### src/rtl/contador_ascendente_pkg.sv
// Shared types and constants for the up-counter and its hex display decoder.
package contador_pkg;

  // Counter control states.
  typedef enum logic [1:0] {
    LOAD  = 2'd0,
    COUNT = 2'd1,
    DONE  = 2'd2
  } state_t;

  // Active-low seven-segment glyphs, bit6=a .. bit0=g, indexed by hex digit.
  localparam logic [6:0] HEX_7SEG [16] = '{
    7'b0000001, 7'b1001111, 7'b0010010, 7'b0000110,
    7'b1001100, 7'b0100100, 7'b0100000, 7'b0001111,
    7'b0000000, 7'b0000100, 7'b0001000, 7'b1100000,
    7'b0110001, 7'b1000010, 7'b0110000, 7'b0111000
  };

  // All segments off.
  localparam logic [6:0] SEG_BLANK = 7'b1111111;

  // Glyph for one hex digit.
  function automatic logic [6:0] hex_glyph(input logic [3:0] digit);
    return HEX_7SEG[digit];
  endfunction

endpackage

### src/rtl/contador_ascendente_hex_a_7seg.sv
// Combinational 4-bit hex digit to active-low seven-segment decoder.
module hex_a_7seg
  import contador_pkg::*;
(
  input  logic [3:0] digit,
  output logic [6:0] seg
);

  // Pure table lookup; no state.
  always_comb begin
    seg = hex_glyph(digit);
  end

endmodule

### src/rtl/contador_ascendente.sv
// Up-counter driven by a push button: loads a terminal value, counts button
// presses from 0 up to that value and shows the count on two hex digits.
// Optional build macro: CONTADOR_ASCENDENTE_WRAP_EN -- when defined, a press
// in DONE restarts the count from 0 (unless the loaded limit is 0).
//
// The button is asynchronous and active-low; it is brought into the clk
// domain by a two-flop synchronizer, and a press is the falling edge seen
// between the synchronizer output and a one-cycle delayed copy. From the
// first edge that samples inc=0, the count changes on the third edge.
module contador_ascendente
  import contador_pkg::*;
#(
  parameter int WIDTH = 6
) (
  input  logic             clk,
  input  logic             rst,
  input  logic [WIDTH-1:0] num,
  input  logic             inc,
  output logic [6:0]       seg1,
  output logic [6:0]       seg2,
  output logic             done
);

  logic             sync1;
  logic             sync2;
  logic             prev;
  logic             press;

  state_t           state;
  state_t           next_state;
  logic [WIDTH-1:0] count;
  logic [WIDTH-1:0] count_next;
  logic [WIDTH-1:0] count_inc;
  logic [WIDTH-1:0] limit;
  logic [WIDTH-1:0] limit_next;
  logic [7:0]       count_ext;

  // Button synchronizer and edge history; reset to "released" (1).
  always_ff @(posedge clk or posedge rst) begin
    if (rst) begin
      sync1 <= 1'b1;
      sync2 <= 1'b1;
      prev  <= 1'b1;
    end else begin
      sync1 <= inc;
      sync2 <= sync1;
      prev  <= sync2;
    end
  end

  assign press     = prev & ~sync2;
  assign count_inc = count + WIDTH'(1);

  // State, count and limit registers.
  always_ff @(posedge clk or posedge rst) begin
    if (rst) begin
      state <= LOAD;
      count <= '0;
      limit <= '0;
    end else begin
      state <= next_state;
      count <= count_next;
      limit <= limit_next;
    end
  end

  // Next-state logic: LOAD captures num once, COUNT advances on each press
  // until the limit is reached, DONE holds the count at the limit.
  always_comb begin
    next_state = state;
    count_next = count;
    limit_next = limit;
    case (state)
      LOAD: begin
        limit_next = num;
        count_next = '0;
        next_state = (num == '0) ? DONE : COUNT;
      end
      COUNT: begin
        if (press) begin
          count_next = count_inc;
          if (count_inc == limit) begin
            next_state = DONE;
          end
        end
      end
      DONE: begin
`ifdef CONTADOR_ASCENDENTE_WRAP_EN
        if (press && (limit != '0)) begin
          count_next = '0;
          next_state = COUNT;
        end
`endif
      end
      default: begin
        next_state = LOAD;
      end
    endcase
  end

  assign done = (state == DONE);

  // Zero-extend the count to two hex digits for the display.
  always_comb begin
    count_ext               = '0;
    count_ext[WIDTH-1:0]    = count;
  end

  hex_a_7seg u_digit_lo (
    .digit (count_ext[3:0]),
    .seg   (seg1)
  );

  hex_a_7seg u_digit_hi (
    .digit (count_ext[7:4]),
    .seg   (seg2)
  );

endmodule

### config.mk
export PLATFORM = sky130hd
export DESIGN_NAME = contador_ascendente
export DESIGN_NICKNAME = d
export VERILOG_FILES = /design/src/rtl/contador_ascendente_pkg.sv /design/src/rtl/contador_ascendente_hex_a_7seg.sv /design/src/rtl/contador_ascendente.sv
export SDC_FILE = /design/constraint.sdc
export NUM_CORES = 1
export LEC_CHECK = 0
export CORE_ASPECT_RATIO = 0.7
export CORE_MARGIN = 2
export CORE_UTILIZATION = 50
export DETAILED_ROUTE_END_ITERATION = 10
export PLACE_DENSITY = 0.79
export SETUP_SLACK_MARGIN = 0.02
export SKIP_LAST_GASP = 1
export SYNTH_ARGS = -nofsm -noshare
export SYNTH_HDL_FRONTEND = slang
export SYNTH_SLANG_ARGS = --single-unit
### constraint.sdc
create_clock -name clk -period 2.7 [get_ports clk]
set_clock_uncertainty 0.15 [all_clocks]
set_input_delay 0.81 -clock clk [delete_from_list [all_inputs] [get_ports clk]]
set_output_delay 0.81 -clock clk [all_outputs]
set_load 0.005 [all_outputs]
==> impl_results.md, run 1 <==
- Post-synth EDFFs: 0
- Top-count cell post-synth: dfrtp_1
- Syn Inst Count: 123
- Boundary Pins: 24
- Clk buf depth: 2
- Largest net degree at the start of global routing: 22
- Status: finished, final reports clean
- Post-DP HPWL: 1810 um
- Synth warnings: 0
- CTS Root Cell: clkbuf_4
- Layout cell share with drive strength beyond 1: 26.2%
- Worst-path maximum fanout: 8
- Final ANT Viol Nets: 0
- Final-report hold violation count: 0
- Initial antenna violation count: 0
- Pins over their slew limit: 0
- Router iterations before antenna repair: 4
- Starting Density: 52.8%
- Die width: 61.0 um
- Post-synth top flop: dfrtp_1
- Area delta synth->final: 28.5%
- CP startpoint: count[1]
- Number of buffers created by CTS: 3
- Syn_nets: 138
- Max Cap Viol: 0
- Routability cong.: 0.812
- Clock transition at path regs: 90 ps
- Shortest period the worst path allows: 2650 ps
- Vias/cell: 5.43
- Nets@finish: 161
- Power density over the cells: 1000 nW/um^2
- Slew @ Worst Pin: 666 ps
- Period utilisation layout: 98.0%
- Row count: 14
- Syn Area/Cell: 9.25 um^2
- Clock Latency Late Sink: 290 ps
- Peak supply drop: 0.000588 V
- Post-route DRC: 0
- CP arrival: 1690 ps
- CTS tree: built
- Setup repair after global routing missed its margin: true
- Register area share after synthesis: 37.7%
- H-tree levels: 1
- Die area: 2680 um^2
- First-pass GRT wire length: 3880 um
- Synth area leaders: dfrtp_1 (31%), dfstp_2 (6.9%), mux2_2 (6.9%)
- Min-delay src: sync1
- Final number of setup-violating endpoints: 0
- Post-synth top area cell: dfrtp_1
- Total Power: 1.46 mW
- Sink Count: 17
- Crit. End Element: output port
- HP Class: reg2reg
- Synth unique cells: 36
- Worst Setup Path Type: reg2out
- Port Buffer Count: 22
- Cell leakage power: 0.634 nW
- Total track usage: 20.2%
- Ys async rst share: 100%
- Fill cells: 179
- Synth top cells by count: dfrtp_1 (14), o21ai_0 (13), nand2_1 (11)
- Iter 0 DRT Violations: 51
- Drt wl/cell: 14.1 um
- Crit start category: flip-flop
- Slew Limit Headroom: 55.6%
- RR Startpoint: count[1]
- Total gr overflow: 0
- Core Area: 2150 um^2
- Final Core Density: 67.8%
- Drt total wl: 2500 um
- Via count: 961
- Yosys reg bits: 17
- Cell area after synthesis: 1140 um^2
- Ant diodes: 0
- Vias in the first global route: 865
- Yosys top cell area share: 30.8%
- Die H: 43.9 um
- CP Data Required Time: 1740 ps
- FMAX: 0.378 GHz
[registers in the layout, summed over array words and instances (netlist names)]
signal  cells
prev        1
sync2       1
state       2
sync1       1
limit       6
count       6
[routing by layer]
layer | up-vias | GRT usage [%] | share of wire (%)
li1 | 468 | - | -
met1 | 461 | 26.6 | 46
met2 | 28 | 31.8 | 48
met3 | 4 | 6.57 | 5.0
met4 | 0 | 5.65 | 0.68
met5 | - | 0 | 0
[cells in the final DEF (no fill, tap or decap), types with 2 or more instances in the layout]
cell             synthesis  routed
clkbuf_2                 0       3
clkbuf_4                 0       3
o31ai_1                  4       4
a22o_1                   3       3
nand2b_1                 3       3
buf_4                    3       6
ha_1                     6       3
inv_1                    7       5
dlygate4sd2_1            0       2
nand3_1                  3       3
o21ai_0                 13      11
nor2_1                   6       6
dfstp_2                  3       3
nand2_1                 11      10
mux2i_1                  2       2
inv_2                    0       2
mux2_2                   7       7
clkdlybuf4s50_1          0      15
buf_6                    1       2
xnor2_1                  6       6
a21oi_1                  4       4
ha_4                     0       3
dfrtp_1                 14      11
dlymetal6s2s_1           0       2
xor2_1                   3       3
dfrtp_2                  0       3
[timing repair]
action                                 in CTS  in global routing
resized for setup                          13                 17
buffers inserted                            0                  3
hold buffers                                0                  0
setup endpoints to repair                   7                  6
endpoints found under the hold margin       0                  0
[through the flow]
stage / std cells / TNS, ps / setup WS (ps) / area [um^2] / hold WS [ps]
floorplan: 123 / 0 / 478 / 1140 / 195
global placement: 170 / 0 / 140 / 1370 / 196
detailed placement: 170 / 0 / 74.0 / 1370 / 199
CTS: 174 / -262 / -149 / 1410 / 213
global route: 177 / -65.1 / -42.4 / 1460 / 214
finish: 177 / 0 / 54.1 / 1460 / 210
[report_power, final]
group          leakage [nW]  switching (mW)  internal, mW
Clock                0.0150          0.0754        0.0575
Sequential            0.203           0.124         0.339
Combinational         0.416           0.390         0.477
Total                 0.634           0.590         0.874
[worst max-delay path, cell delays in order (launching register included)]
cell and delay, ps:
dfrtp_1 400, buf_4 140, buf_6 130, ha_1 170, nand2_1 60, o21ai_0 90, o21ai_0 160, dlygate4sd2_1 260
[path summary, 6_finish.rpt]
kind,end,slack [ps],cells after the start
worst max-delay path,seg1[2],50,7
worst min-delay path,sync2,210,0
worst max register to register,state[1],560,8
worst min register to register,sync2,210,0
max in group asynchronous,state[1],1180,2
min in group asynchronous,state[0],760,2
[layout make-up]
type                            instances  area (um^2)  area share [%]
Clock buffer                            4         26.3            1.80
Tap cell                               32         40.0            2.74
Sequential cell                        17          433            29.6
Multi-Input combinational cell         87          661            45.2
Timing Repair Buffer                   30          275            18.8
Inverter                                7         26.3            1.80
[cells by family after synthesis]
| logic type | after synthesis | synth area share, % |
|---|---|---|
| adder cells (fa/ha/maj) | 6 | 6.60 |
| AND/OR/NAND/NOR | 32 | 14.4 |
| XOR/XNOR | 9 | 6.93 |
| flip-flops | 17 | 37.7 |
| AO/OA/AOI/OAI | 30 | 17.1 |
| multiplexers | 9 | 8.69 |
| other | 1 | 0.330 |
| buffers and inverters | 19 | 8.25 |
(Power assumes the default switching activity.)
==> inputs of run 2 (changes only) <==
Settings changed: RECOVER_POWER from default to 100.
==> impl_results.md, run 2 (synthesis gave the netlist of run 1 again) <==
- Largest net degree at the start of global routing: 22 (unchanged)
- Crit start category: flip-flop
- Commonest non-fill, non-tap cell in the layout: clkdlybuf4s50_1
- Crit. End Element: output port
- FF/Latch Area: 433 um^2 (unchanged)
- Port Buffer Count: 22 (unchanged)
- Pins over their slew limit: 0 (unchanged)
- Clk buf depth: 2 (unchanged)
- Die area: 2680 um^2 (unchanged)
- CTS Root Cell: clkbuf_4
- Max Cap Viol: 0 (unchanged)
- Die width: 61.0 um (unchanged)
- Post-route DRC: 0 (unchanged)
- Core Area: 2150 um^2 (unchanged)
- Final-report hold violation count: 0 (unchanged)
- CTS tree: built
- Area delta synth->final: 28.5% (unchanged)
- HP Class: reg2reg
- Shortest period the worst path allows: 2650 ps (+0.00180 ps)
- Drt total wl: 2500 um (about the same)
- Die H: 43.9 um (unchanged)
- Boundary Pins: 24 (unchanged)
- Initial antenna violation count: 0 (unchanged)
- Status: finished, final reports clean
- Row count: 14 (unchanged)
- Largest regs: count x6, limit x6, state x2
- Worst-path maximum fanout: 8 (unchanged)
- Total track usage: 20.2% (unchanged)
- Starting Density: 52.8% (unchanged)
- FMAX: 0.378 GHz (unchanged)
- Sink Count: 17 (unchanged)
- Placed insts: 170 (unchanged)
- H-tree levels: 1 (unchanged)
- Finished Layout Cells: 177 (unchanged)
- Via count: 961 (unchanged)
- Number of buffers created by CTS: 3 (unchanged)
- Layout cell share with drive strength beyond 1: 26.2% (unchanged)
- Area of the multi-input gates: 661 um^2 (unchanged)
- Slew @ Worst Pin: 665 ps (-0.189 ps)
- Slew Limit Headroom: 55.6% (about the same)
- Total gr overflow: 0 (unchanged)
- Ant diodes: 0 (unchanged)
- Pre-CTS WS: 74.0 ps (unchanged)
- Power density over the cells: 1000 nW/um^2 (about the same)
- Cell leakage power: 0.634 nW (about the same)
- Final ANT Viol Nets: 0 (unchanged)
- CP arrival: 1690 ps (about the same)
- Drt wl/cell: 14.1 um (about the same)
- Commonest cells after routing, fill and taps aside: clkdlybuf4s50_1 (13), o21ai_0 (11), dfrtp_1 (11)
- Fill cells: 179 (unchanged)
- First-pass GRT wire length: 3880 um (unchanged)
- Routability cong.: 0.812 (unchanged)
- Final number of setup-violating endpoints: 0 (unchanged)
- Setup repair after global routing missed its margin: true
- Clock Latency Late Sink: 290 ps (about the same)
- Final worst slack: 54.1 ps (-0.00180 ps)
- Iter 0 DRT Violations: 51 (unchanged)
- Peak supply drop: 0.000588 V (about the same)
- Clock transition at path regs: 90 ps (about the same)
- Vias in the first global route: 865 (unchanged)
- Router iterations before antenna repair: 4 (unchanged)
- Hold WS: 210 ps (unchanged)
- Vias/cell: 5.43 (unchanged)
- Nets@finish: 161 (unchanged)
- Period utilisation layout: 98.0% (about the same)
- CP Data Required Time: 1740 ps (about the same)
- Worst Setup Path Type: reg2out
- Post-DP HPWL: 1810 um (unchanged)
## run 2: cell types whose count changed in the layout (fill, tap and decap cells not counted)
cell | previous run | this run
dlygate4sd3_1 | 0 | 2
clkdlybuf4s50_1 | 15 | 13
## run 2: stage by stage
step	utilization, %	TNS (ps)	cell area, um^2	power (mW)
after floorplan	-	0	1140	0.950
after global placement	63.5	0	1370	1.23
after detailed placement	63.5	0	1370	1.27
after CTS	65.4	-262	1410	1.39
after global routing	67.8	-65.1	1460	1.58
final	67.8	0	1460	1.46
## run 2: layer usage
| metal | GRT usage (%) | vias up | part of all wire (%) |
|---|---|---|---|
| met2 | 31.8 | 28 | 48 |
| met1 | 26.6 | 461 | 46 |
| met5 | 0 | - | 0 |
| met3 | 6.57 | 4 | 5.0 |
| met4 | 5.65 | 0 | 0.68 |
| li1 | - | 468 | - |
## run 2: where the power goes
group | internal, mW | switching [mW]
Sequential | 0.339 | 0.124
Clock | 0.0575 | 0.0754
Combinational | 0.477 | 0.390
Total | 0.873 | 0.590
## run 2: what timing repair did
| item | in CTS | in global routing |
|---|---|---|
| endpoints found under the setup margin | 7 | 6 |
| hold buffers | 0 | 0 |
| resized for setup | 13 | 17 |
| buffers inserted | 0 | 3 |
## run 2: final timing paths
kind,startpoint,to,slack [ps],cells after the start
worst min register to register,sync1,sync2,210,0
worst min-delay path,sync1,sync2,210,0
worst max-delay path,count[1],seg1[2],50,7
max in group asynchronous,rst,state[1],1040,2
min in group asynchronous,rst,state[0],900,2
worst max register to register,count[1],state[1],560,8
## run 2: critical path, stage by stage, from the launching register on
cell and delay, ps:
dfrtp_1 400, buf_4 140, buf_6 130, ha_1 170, nand2_1 60, o21ai_0 90, o21ai_0 160, dlygate4sd2_1 260
## run 2: area by class of cell
class	instances	share of cell area, %
Multi-Input combinational cell	87	45.2
Sequential cell	17	29.6
Timing Repair Buffer	30	18.8
Tap cell	32	2.74
Clock buffer	4	1.80
Inverter	7	1.80
